**src/rtl/lsu_mem_initiator.sv**
```systemverilog
// Load/store initiator between the MEM stage and a word-addressed data memory.
// Loads extract and sign/zero-extend a byte or halfword lane. Sub-word stores
// do read-modify-write because the memory zero-fills on narrow writes, so the
// memory is always driven with full-word accesses (mem_inst = 010).
// Optional feature macro: MISALIGN_TRAP_EN. When it is defined, misaligned
// H/HU/W requests skip the memory and complete with resp_err=1. When it is
// undefined, the misaligned low address bits are truncated and resp_err is 0.
module lsu_mem_initiator #(
  parameter int ADDR_W = 5
) (
  input  logic              clk,
  input  logic              rst_n,
  input  logic              req_valid,
  output logic              req_ready,
  input  logic              req_store,
  input  logic [2:0]        req_funct3,
  input  logic [31:0]       req_addr,
  input  logic [31:0]       req_wdata,
  output logic              resp_valid,
  output logic [31:0]       resp_rdata,
  output logic              resp_err,
  output logic              mem_read,
  output logic              mem_write,
  output logic [2:0]        mem_inst,
  output logic [ADDR_W-1:0] mem_addr,
  output logic [31:0]       mem_wdata,
  input  logic [31:0]       mem_rdata,
  output logic [2:0]        dbg_state
);

  // Handshake: a request transfers on the rising edge where req_valid and
  // req_ready are both high; req_ready is high only in IDLE, and the request
  // inputs are ignored in every other state. resp_valid is a single-cycle
  // completion pulse; resp_rdata/resp_err are meaningful while it is high.

  typedef enum logic [2:0] {IDLE, LOAD, ST_WORD, RMW_RD, RMW_WR, RESP} state_e;

  // funct3 decode: bit1 set -> word (also covers undefined 011/110/111),
  // otherwise bit0 picks half over byte, bit2 selects zero extension.
  state_e              state_q;
  logic                store_q;
  logic [2:0]          funct3_q;
  logic [1:0]          addr_lo_q;
  logic [15:0]         wdata_q;
  logic                req_ready_q;
  logic                resp_valid_q;
  logic [31:0]         resp_rdata_q;
  logic                mem_read_q;
  logic                mem_write_q;
  logic [ADDR_W-1:0]   mem_addr_q;
  logic [31:0]         mem_wdata_q;

  logic                req_misalign;
  logic [7:0]          lane_byte;
  logic [15:0]         lane_half;
  logic [31:0]         load_d;
  logic [4:0]          lane_shift;
  logic [31:0]         lane_mask;
  logic [31:0]         rmw_d;

  // Only the word-address bits of the byte address reach the memory.
  logic unused_addr_hi;
  assign unused_addr_hi = ^req_addr[31:ADDR_W+2];

  // Misalignment detection on the incoming request (only when trapping).
  always_comb begin
    req_misalign = 1'b0;
`ifdef MISALIGN_TRAP_EN
    if (req_funct3[1]) req_misalign = (req_addr[1:0] != 2'b00);
    else               req_misalign = req_funct3[0] & req_addr[0];
`endif
  end

  // Lane extraction for loads and lane merge for sub-word stores.
  always_comb begin
    lane_byte  = mem_rdata[{addr_lo_q, 3'b000} +: 8];
    lane_half  = mem_rdata[{addr_lo_q[1], 4'b0000} +: 16];
    if (funct3_q[1])      load_d = mem_rdata;
    else if (funct3_q[0]) load_d = {{16{~funct3_q[2] & lane_half[15]}}, lane_half};
    else                  load_d = {{24{~funct3_q[2] & lane_byte[7]}}, lane_byte};
    lane_shift = funct3_q[0] ? {addr_lo_q[1], 4'b0000} : {addr_lo_q, 3'b000};
    lane_mask  = (funct3_q[0] ? 32'h0000_FFFF : 32'h0000_00FF) << lane_shift;
    rmw_d      = (mem_rdata & ~lane_mask) | (({16'h0000, wdata_q} << lane_shift) & lane_mask);
  end

`ifdef MISALIGN_TRAP_EN
  logic resp_err_q;
  assign resp_err = resp_err_q;
`else
  assign resp_err = 1'b0;
`endif

  // Main FSM: sequences each access and registers every memory/response output.
  always_ff @(posedge clk) begin
    if (!rst_n) begin
      state_q      <= IDLE;
      store_q      <= 1'b0;
      funct3_q     <= 3'b000;
      addr_lo_q    <= 2'b00;
      wdata_q      <= 16'h0000;
      req_ready_q  <= 1'b1;
      resp_valid_q <= 1'b0;
      resp_rdata_q <= 32'h0;
      mem_read_q   <= 1'b0;
      mem_write_q  <= 1'b0;
      mem_addr_q   <= '0;
      mem_wdata_q  <= 32'h0;
`ifdef MISALIGN_TRAP_EN
      resp_err_q   <= 1'b0;
`endif
    end else begin
      resp_valid_q <= 1'b0;
      case (state_q)
        IDLE: begin
          if (req_valid) begin
            store_q     <= req_store;
            funct3_q    <= req_funct3;
            addr_lo_q   <= req_addr[1:0];
            wdata_q     <= req_wdata[15:0];
            mem_addr_q  <= req_addr[ADDR_W+1:2];
            req_ready_q <= 1'b0;
            if (req_misalign) begin
              state_q      <= RESP;
              resp_valid_q <= 1'b1;
`ifdef MISALIGN_TRAP_EN
              resp_err_q   <= 1'b1;
`endif
            end else if (!req_store) begin
              state_q    <= LOAD;
              mem_read_q <= 1'b1;
            end else if (req_funct3[1]) begin
              state_q     <= ST_WORD;
              mem_write_q <= 1'b1;
              mem_wdata_q <= req_wdata;
            end else begin
              state_q    <= RMW_RD;
              mem_read_q <= 1'b1;
            end
          end
        end
        LOAD: begin
          mem_read_q   <= 1'b0;
          if (!store_q) resp_rdata_q <= load_d;
          resp_valid_q <= 1'b1;
          state_q      <= RESP;
        end
        ST_WORD: begin
          mem_write_q  <= 1'b0;
          resp_valid_q <= 1'b1;
          state_q      <= RESP;
        end
        RMW_RD: begin
          mem_read_q  <= 1'b0;
          mem_write_q <= 1'b1;
          mem_wdata_q <= rmw_d;
          state_q     <= RMW_WR;
        end
        RMW_WR: begin
          mem_write_q  <= 1'b0;
          resp_valid_q <= 1'b1;
          state_q      <= RESP;
        end
        RESP: begin
          req_ready_q <= 1'b1;
`ifdef MISALIGN_TRAP_EN
          resp_err_q  <= 1'b0;
`endif
          state_q     <= IDLE;
        end
        default: begin
          mem_read_q  <= 1'b0;
          mem_write_q <= 1'b0;
          req_ready_q <= 1'b1;
          state_q     <= IDLE;
        end
      endcase
    end
  end

  assign req_ready  = req_ready_q;
  assign resp_valid = resp_valid_q;
  assign resp_rdata = resp_rdata_q;
  assign mem_read   = mem_read_q;
  assign mem_write  = mem_write_q;
  assign mem_inst   = 3'b010;
  assign mem_addr   = mem_addr_q;
  assign mem_wdata  = mem_wdata_q;
  assign dbg_state  = state_q;

endmodule
```
**config.mk**
```make
export PLATFORM = sky130hd
export DESIGN_NAME = lsu_mem_initiator
export DESIGN_NICKNAME = d
export VERILOG_FILES = /design/src/rtl/lsu_mem_initiator.sv
export SDC_FILE = /design/constraint.sdc
export NUM_CORES = 1
export LEC_CHECK = 0
export CORE_MARGIN = 5
export CORE_UTILIZATION = 42
export CTS_BUF_LIST = sky130_fd_sc_hd__clkbuf_8
export DETAILED_ROUTE_END_ITERATION = 10
export PLACE_DENSITY = 0.79
export SYNTH_ARGS = -nofsm -noshare
export SYNTH_HDL_FRONTEND = slang
export SYNTH_SLANG_ARGS = --single-unit
```
**constraint.sdc**
```tcl
create_clock -name clk -period 1.65 [get_ports clk]
set_input_delay 0.495 -clock clk [delete_from_list [all_inputs] [get_ports clk]]
set_output_delay 0.495 -clock clk [all_outputs]
set_load 0.05 [all_outputs]
```
==> Word level (Yosys, flattened, before mapping) <==
Index checks and enable logic that the tools add are counted.
W data, S select, Z words.
{ "word_totals": {"reg_bits": 98, "word_cells": 71, "output_inout_bits": 80, "ram_bits": 0, "latchBits": 0, "mem_count": 0, "input_bits": 103, "romBits": 0} }
{ "classes": {"n_lt_le_gt_ge": 0, "shift": 4, "bitwise": 11, "div": 0, "muxes": 23, "n_reduce_logical": 12, "n_mul": 0, "eq_ne": 9, "n_addsub": 0} }
{ "ops": {"columns": ["operator", "count"], "rows": [
  ["$mux W32", 5],
  ["$and A32 B32 Y32", 2],
  ["$pmux W32 S2", 1],
  ["$shl A16 B5 Y32", 2],
  ["$not A32 Y32", 1],
  ["$or A32 B32 Y32", 1],
  ["$shiftx A32 B6 Y16", 1],
  ["$shiftx A32 B6 Y8", 1],
  ["$mux W16", 1],
  ["$mux W1", 9],
  ["$pmux W3 S3", 1],
  ["$reduce_and A4 Y1", 2],
  ["$eq A3 B2 Y1 const B", 2],
  ["$eq A3 B3 Y1 const B", 2],
  ["$ne A2 B2 Y1 const B", 3],
  ["$reduce_and A2 Y1", 3],
  ["$reduce_or A3 Y1", 2],
  ["$not A1 Y1", 5],
  ["$mux W4", 1],
  ["$pmux W1 S2", 2],
  ["$reduce_or A4 Y1", 1],
  ["$eq A3 B1 Y1 const B", 1],
  ["$logic_not A3 Y1", 1],
  ["$mux W3", 1],
  ["other kinds (7)", 8]
]} }

==> Longest topological paths before layout <==
Gate-level depths: netlist of run 1.
{ "depth": {"word_depth": 6, "depth_mapped": 7, "mapped_depth_nobuf": 4} }

==> Worst setup path before layout of run 1 <==
Ideal clock, no wire load.
{ "synth_path": {"path_kind": "register -> register", "from": "reg state_q[0] (netlist: dbg_state[0])", "to": "reg mem_wdata_q[28] (netlist: mem_wdata[28])", "setup_time_ps": 116, "synth_period_minus_slack_ps": 1908, "t_arrival_ps": 1792, "stages_incl_launch_ff": 7, "path_slack_ps": -258, "path_buffers": 2, "required_ps": 1534, "cell_sequence": "dfxtp_1 -> and4b_4 -> and2_1 -> buf_6 -> buf_6 -> mux2_1 -> o211a_1"} }
{ "synth_via": {"elab_chain_len": 3, "elab_cells_between_ends": 8, "cone_classes": "eq/ne (4); mux (1); reduce/logical (3)"} }
{ "synth_rtl": {"columns": ["item", "line", "text"], "rows": [
  ["start, declared", "40", "state_e state_q;"],
  ["start signal, assigned", "96", "state_q <= IDLE;"],
  ["start signal, assigned", "123", "state_q <= RESP;"],
  ["start signal, assigned", "129", "state_q <= LOAD;"],
  ["$eq A3 B2 Y1 or $logic_not A3 Y1 (tied branches)", "113", "case (state_q)"],
  ["$reduce_bool A2 Y1 (no line) or $ne A2 B2 Y1 (tied branches)", null, null],
  ["$reduce_and A4 Y1 (no line)", null, null],
  ["end signal, assigned", "134", "mem_wdata_q <= req_wdata;"],
  ["end signal, assigned", "155", "mem_wdata_q <= rmw_d;"],
  ["end, declared", "51", "logic [31:0] mem_wdata_q;"]
]} }
Parallel ways exist; a longest one is shown, timed or not.
A chain may end at the register's enable or synchronous reset.

==> Final worst setup path of run 1 <==
{ "layout_path": {"from": "reg state_q[0] (netlist: dbg_state[0])", "to": "reg mem_wdata_q[27] (netlist: mem_wdata[27])"} }
The elaborated chain is that of the path after synthesis.

==> reports/results.tsv, run 1 <==
metric	value	unit
cts_root_buf	clkbuf_8	
dpl.hpwl	12780	um
clock_sinks	98	
synth-edff-count	0	
vdd_drop_max	0.5069	mV
p_total	7.174	mW
synth-async-reset-ratio	0	%
place_area	7597	um2
hp-start	wdata_q[15]	
clock_latency	0.37	ns
drive_above_1_share	24.47	%
fp-row-count	39	
synth_top_flop_cell	dfxtp_1	
crit_path_max_incr_delay	0.38	ns
pre_cts_ws	-0.5673	ns
drc	0	
rsz0062_at_grt	true	
yosys_warnings	0	
cts_made_buffers	9	
fin_cells	895	
r2r-start	dbg_state[0]	
wirelength	16910	um
gp_congestion	0.9100	
arrival	1.92	ns
use_met3	6.919	%
crit_path_max_fanout	6	
start_util	43.21	%
finClkSkew	0.004910	ns
drt_iter0_drc	403	
crit_path_top_delay_cell	and4b_4	
cap_viol_max_count	0	
busiest_layer	met2	
synth_seq_cells	98	
num-fill-cells	880	
grt_overflow	0	
grt_use_total	23.61	%
grt_max_degree	55	
final_core_util	68.15	%
wl_per_cell	18.89	um
power.density	910.2	nW/um2
synth_top_area_share	39.26	%
num_vias	5171	
hold_class	reg2reg	
area_delta_synth_final	57.71	%
portBuffers	153	
crit_type	reg2reg	
startpoint	dbg_state[0]	
syn_avg_cell_area	8.484	um2
syn_area	4997	um2
synth_seq_area_share	39.26	%
dieWidth	119.1	um
clockBufferDepth	2	
clkTransAtPathRegs	0.09	ns
max_freq	606.7	MHz
cp_top_family	simple AND/OR/NAND/NOR gates	
cts_tree	yes	
stdcell_area	7881	um2
first_global_vias	5169	
maxSlewViolCount	0	
antenna_found_initial	0	
viasPerCell	5.778	
synth_cell_types	49	
grt_pass1_wl	27080	um
setup_violations	0	
die_area	14180	um2
syn-instance-count	589	
setup_slack	0.001843	ns
finalHoldViolations	0	
met1_usage	30.04	%
synth_area_leaders	dfxtp_1 39%, nand2_1 8.1%, a21boi_0 5.1%	
grt_use_met2	37.20	%
startpoint_type	flop	
antenna_left	0	
h-tree-depth	3	
fin_nets	850	
cp-end-kind	flop	
cp_cell_sequence	and4b_4 > and2_4 > mux2_4 > o211a_1	
layout_min_cycle_time	1.648	ns
core_area	11560	um2
cp.buffers_inverters	0	
firstDrtPassIters	6	
period_share	99.89	%
yosysTopAreaCell	dfxtp_1	
worst_ep_required_time	1.92	ns
io_pins	183	
p_leak	3.264	nW
die_height	119.1	um
diodes	0	
status	complete, no violations	
dp.cells	875	
-- area by class of cell --
type / instances / area (um2) / share of cell area, %
multi-input combinational: 426 / 2790 / 35.40
clock buffer: 11 / 151.4 / 1.921
sequential: 98 / 1973 / 25.04
clock inverter: 5 / 23.77 / 0.3016
inverter: 10 / 37.54 / 0.4763
timing repair buffer: 202 / 2726 / 34.59
tap: 143 / 178.9 / 2.270
-- cell usage in the layout, fill, tap and decap left out, drive strengths merged, types with 5 or more instances in the layout --
master / n
a21boi: 52
nor2: 6
dlygate4sd2: 5
o211ai: 16
buf: 126
a221o: 7
mux2: 24
o21ai: 47
nand3: 10
a21o: 7
a22oi: 16
and3: 10
a21oi: 42
o21a: 9
dfxtp: 98
clkdlybuf4s50: 71
nand2b: 5
mux2i: 9
nand2: 108
inv: 13
o22ai: 7
nor3b: 8
clkbuf: 11
o211a: 16
-- repair_timing --
| item | CTS | global route |
|---|---|---|
| cloned | 1 | 0 |
| resized for setup | 16 | 9 |
| hold buffers | 0 | 0 |
| pin swaps | 3 | 2 |
| endpoints found under the setup margin | 53 | 48 |
| setup buffers | 2 | 1 |
-- cell usage after synthesis, types with 2 or more instances --
master / instances
nand2_1: 108
dfxtp_1: 98
o21ai_0: 46
a21oi_1: 41
a21boi_0: 34
clkbuf_1: 27
buf_2: 21
mux2_2: 20
a21boi_1: 18
a22oi_1: 16
o211a_1: 16
o211ai_1: 16
and3_1: 10
inv_1: 10
nand3_1: 10
mux2i_1: 9
o21a_1: 9
nor3b_1: 8
a21o_1: 7
a221o_1: 7
o22ai_1: 7
buf_4: 5
nand2b_1: 5
nor2_1: 5
buf_6: 4
mux2_1: 3
nor3_1: 3
a211oi_1: 2
and3b_1: 2
conb_1: 2
o21bai_1: 2
-- report_power, final --
| part | switching (mW) | total, mW | internal, mW |
|---|---|---|---|
| sequential | 0.256 | 2.86 | 2.60 |
| clock | 0.837 | 1.45 | 0.614 |
| combinational | 1.50 | 2.86 | 1.37 |
-- flip-flops by register name, summed over array words and instances (netlist names) --
signal	count
addr_lo_q	2
wdata_q	16
resp_rdata	32
resp_valid	1
store_q	1
req_ready	1
mem_write	1
dbg_state	3
mem_addr	5
mem_read	1
mem_wdata	32
funct3_q	3
-- layer usage --
layer,part of all wire (%),vias up
met5,0,-
met4,3.9,0
met3,8.2,50
met2,47,248
met1,41,2461
li1,-,2412
-- worst paths after layout --
check,slack (ns),cells past startpoint,end
hold reg to reg,0.46,2,wdata_q[15]
setup reg to reg,0.002,4,mem_wdata[27]
hold / removal,0.46,2,wdata_q[15]
setup / recovery,0.002,4,mem_wdata[27]
-- worst min-delay path, cell delays in order, from the launching register on --
cell	delay (ns)
dfxtp_1	0.32
nand2_1	0.05
a21boi_1	0.05
-- per-stage QoR --
stage,hold WS [ns],setup TNS (ns)
floorplan,0.4344,-0.2076
CTS,0.4568,0
finish,0.4562,0
global route,0.4961,-0.1056
detailed placement,0.4447,-34.37
global placement,0.4453,-30.15
-- kinds of logic after synthesis --
group | Yosys count | share of synthesized area [%]
muxes | 33 | 7.286
and+or+nand+nor | 160 | 15.15
DFF | 98 | 39.26
buffers and inverters | 68 | 6.610
AOI/OAI and AO/OA | 228 | 31.55
other | 2 | 0.1503
Power figures use the tool's default switching activity.
==> run 2: changes to the inputs <==
- GPL_TIMING_DRIVEN: default -> 0
==> reports/results.tsv, run 2 (synthesis gave the netlist of run 1 again) <==
metric	value	unit
clockBufferDepth	2	
num_vias	5192	
period_share	98.58	%
viasPerCell	5.687	
fin_nets	869	
area_delta_synth_final	43.24	%
setup_slack	0.02342	ns
clock_sinks	98	
antenna_found_initial	0	
crit_path_max_fanout	2	
p_leak	2.983	nW
slew_headroom	55.95	%
maxSlewViolCount	0	
portBuffers	152	
vdd_drop_max	0.4789	mV
crit_type	reg2out	
finClkSkew	0.01401	ns
cp_cell_sequence	clkdlybuf4s15_2	
cap_viol_max_count	0	
layout_min_cycle_time	1.627	ns
wl_per_cell	19.61	um
cp.buffers_inverters	1	
fin_hold_ws	0.4595	ns
arrival	1.13	ns
crit_path_top_delay_cell	clkdlybuf4s15_2	
tightest_slew	0.6608	ns
grt_pass1_wl	27650	um
dpl.hpwl	13740	um
io_pins	183	
antenna_left	0	
core_area	11560	um2
crit_path_max_incr_delay	0.38	ns
hold_class	reg2reg	
cts_made_buffers	9	
gp_congestion	0.9019	
layout_common_cells	106 x nand2_1, 94 x dfxtp_1, 69 x clkdlybuf4s50_1	
rsz0062_at_grt	true	
drive_above_1_share	26.36	%
start_util	43.21	%
cp_top_family	buffers and inverters	
p_total	6.647	mW
final_common_cell	nand2_1	
diodes	0	
grt_use_total	24.27	%
finalHoldViolations	0	
die_area	14180	um2
clkTransAtPathRegs	0.09	ns
dp.cells	886	
grt_overflow	0	
max_freq	614.8	MHz
setup_violations	0	
drc	0	
power.density	928.6	nW/um2
startpoint_type	flop	
status	complete, no violations	
drt_iter0_drc	448	
worst_ep_required_time	1.15	ns
first_global_vias	5242	
grt_max_degree	16	
fin_cells	913	
cts_tree	yes	
pre_cts_ws	-0.7862	ns
die_height	119.1	um
fp-row-count	39	
dieWidth	119.1	um
ctsHoldBuffers	0	
final.setup.tns	0	ns
firstDrtPassIters	5	
cp-end-kind	output pin	
cts_root_buf	clkbuf_8	
clock_latency	0.39	ns
h-tree-depth	3	
wirelength	17900	um
run 2: changes by cell type in the layout (fill, tap and decap cells not counted), moves of 4 or more:
cell             before  now
buf_12               81    2
clkdlybuf4s15_2       0   47
buf_2                 1   30
buf_4                41   21
clkbuf_1              0   14
clkbuf_2              0   11
clkdlybuf4s18_2       0   10
clkbuf_4              0    6
mux2i_1               7    3
run 2: final cells by class:
class / instances / area [um2]
clock inverters: 5 / 31.28
clock buffers: 10 / 137.6
multi-input cells: 425 / 2855
well taps: 143 / 178.9
flip-flops and latches: 98 / 1972
plain buffers: 56 / 340.3
repair buffers: 166 / 1605
fillers: 1010 / 4407
inverters: 10 / 37.54
run 2: path summary, 6_finish.rpt:
kind	cells after the start	from	endpoint	slack [ns]
hold reg to reg	2	resp_rdata[12]	resp_rdata[12]	0.46
setup / recovery	1	mem_wdata[23]	mem_wdata[23]	0.02
setup reg to reg	5	dbg_state[0]	mem_wdata[31]	0.03
hold / removal	2	resp_rdata[12]	resp_rdata[12]	0.46
run 2: through the flow:
step                utilization, %  area [um2]
finish                       61.90        7158
global route                 61.90        7158
CTS                          61.57        7121
detailed placement           58.15        6725
global placement             58.15        6725
floorplan                        -        5025
run 2: layer usage:
metal | wire length [um] | vias to the layer above | part of all wire, % | track usage [%]
met5 | 0 | - | 0 | 0
met4 | 520 | 0 | 2.9 | 8.689
met3 | 1577 | 41 | 8.8 | 7.583
met2 | 8400 | 247 | 47 | 39.92
met1 | 7404 | 2447 | 41 | 29.98
li1 | - | 2457 | - | -
run 2: where the power goes:
group | switching, mW | total, mW | internal, mW
Sequential | 0.155 | 2.76 | 2.60
Clock | 0.855 | 1.43 | 0.576
Combinational | 1.55 | 2.46 | 0.907
run 2: repair_timing:
action,4_1_cts,5_1_grt
pin swaps,3,6
endpoints found under the hold margin,0,0
setup endpoints to repair,157,104
buffers inserted,11,3
gates resized for setup,256,112
==> run 3: changes to the inputs <==
==> constraint.sdc (replaced) <==
create_clock -name clk -period 1.65 [get_ports clk]
set_input_delay 0.33 -clock clk [delete_from_list [all_inputs] [get_ports clk]]
set_output_delay 0.33 -clock clk [all_outputs]
set_load 0.05 [all_outputs]
==> reports/results.tsv, run 3 (synthesis gave the netlist of run 1 again) <==
metric	value	unit
die_area	14180	um2
grt_max_degree	16	
gp_congestion	0.9019	
core_area	11560	um2
grt_use_total	24.29	%
drc	0	
num_vias	5245	
cp-end-kind	flop	
p_leak	3.184	nW
drt_iter0_drc	438	
rsz0062_at_grt	true	
finalHoldViolations	0	
slew_headroom	56.25	%
clockBufferDepth	2	
drive_above_1_share	16.95	%
p_switching	2.544	mW
wirelength	17880	um
status	complete, no violations	
max_freq	618.0	MHz
switching_share	38.61	%
portBuffers	152	
area_delta_synth_final	42.54	%
cap_viol_max_count	0	
dr_wl_met2	8330	um
viasPerCell	5.726	
finClkSkew	0.009723	ns
tightest_slew	0.6563	ns
io_pins	183	
arrival	1.91	ns
cp_cell_sequence	and4b_4 > and2_4 > buf_12 > mux2_4 > o211a_1	
power.density	924.9	nW/um2
grt_overflow	0	
die_height	119.1	um
seqPwrFrac	41.8	%
dp.cells	886	
wl_met3	1486	um
dpl.hpwl	13740	um
wl_per_cell	19.52	um
p_comb_share	36.7	%
clock_sinks	98	
seq_area	1972	um2
setup_violations	0	
crit_path_max_incr_delay	0.37	ns
crit_path_max_fanout	7	
final_common_cell	nand2_1	
hold_class	in2reg	
period_share	98.06	%
dieWidth	119.1	um
h-tree-depth	3	
cts_made_buffers	9	
clkTransAtPathRegs	0.09	ns
top_layer_used	met4	
m1WireLength	7431	um
p_int	4.045	mW
clock_latency	0.39	ns
num-fill-cells	1024	
firstDrtPassIters	5	
crit_type	reg2reg	
diodes	0	
fp-row-count	39	
multi_input_area	2841	um2
vdd_drop_max	0.4807	mV
cts_root_buf	clkbuf_8	
fin_cells	916	
cts_tree	yes	
start_util	43.21	%
crit_path_top_delay_cell	dfxtp_4	
final.setup.tns	0	ns
fin_hold_ws	0.3267	ns
worst_ep_required_time	1.94	ns
clock_power_share	21.5	%
maxSlewViolCount	0	
antenna_left	0	
startpoint_type	flop	
layout_min_cycle_time	1.618	ns
antenna_found_initial	0	
first_global_vias	5286	
layout_common_cells	106 x nand2_1, 94 x dfxtp_1, 71 x clkdlybuf4s50_1	
fin_nets	872	
grt_pass1_wl	27700	um
[run 3: final cells by class]
class | instances | share of cell area [%]
sequential | 98 | 27.68
timing repair buffer | 169 | 22.22
multi-input combinational | 425 | 39.89
buffer | 56 | 4.795
inverter | 10 | 0.5270
tap | 143 | 2.512
clock inverter | 5 | 0.4391
clock buffer | 10 | 1.932
[run 3: through the flow]
| step | utilization, % | setup WS [ns] | area, um2 | total power [mW] |
|---|---|---|---|---|
| floorplan | - | -0.06921 | 5025 | 4.286 |
| global placement | 58.15 | -0.5886 | 6725 | 5.121 |
| detailed placement | 58.15 | -0.6212 | 6725 | 5.170 |
| CTS | 60.15 | 0.002308 | 6957 | 6.525 |
| global route | 61.59 | -0.005066 | 7123 | 6.904 |
| finish | 61.59 | 0.03200 | 7123 | 6.588 |
[run 3: final timing paths]
kind | startpoint | to | slack [ns] | cells after the start
hold / removal | rst_n | resp_rdata[31] | 0.33 | 3
setup / recovery | dbg_state[0] | mem_wdata[12] | 0.03 | 5
setup reg to reg | dbg_state[0] | mem_wdata[12] | 0.03 | 5
hold reg to reg | resp_rdata[12] | resp_rdata[12] | 0.46 | 2
[run 3: worst max-delay path, delay by kind of cell, from the launching register on]
kind,cells,cell delay (ns)
simple gates,2,0.51
flops,1,0.37
mux,1,0.30
compound gates,1,0.21
buf+inv,1,0.14
[run 3: timing repair]
action                                 4_1_cts  5_1_grt
setup buffers                               12        4
endpoints found under the hold margin        0        0
hold buffers                                 0        0
setup endpoints to repair                  151       93
gates resized for setup                    109       72
cloned                                       0        1
pin swaps                                    4        5
[run 3: per-layer routing]
metal,GRT usage [%],vias to the layer above
li1,-,2459
met1,30.02,2466
met2,39.70,272
met3,7.536,48
met4,9.196,0
met5,0,-
[run 3: power groups by stage]
stage          sequential [mW]  combinational (mW)  clock, mW
4_1_cts                   2.74                2.33       1.45
5_1_grt                   2.78                2.56       1.57
3_3_place_gp              2.79                2.33          0
2_1_floorplan             3.42               0.866          0
3_5_place_dp              2.80                2.37          0
6_report                  2.75                2.42       1.42
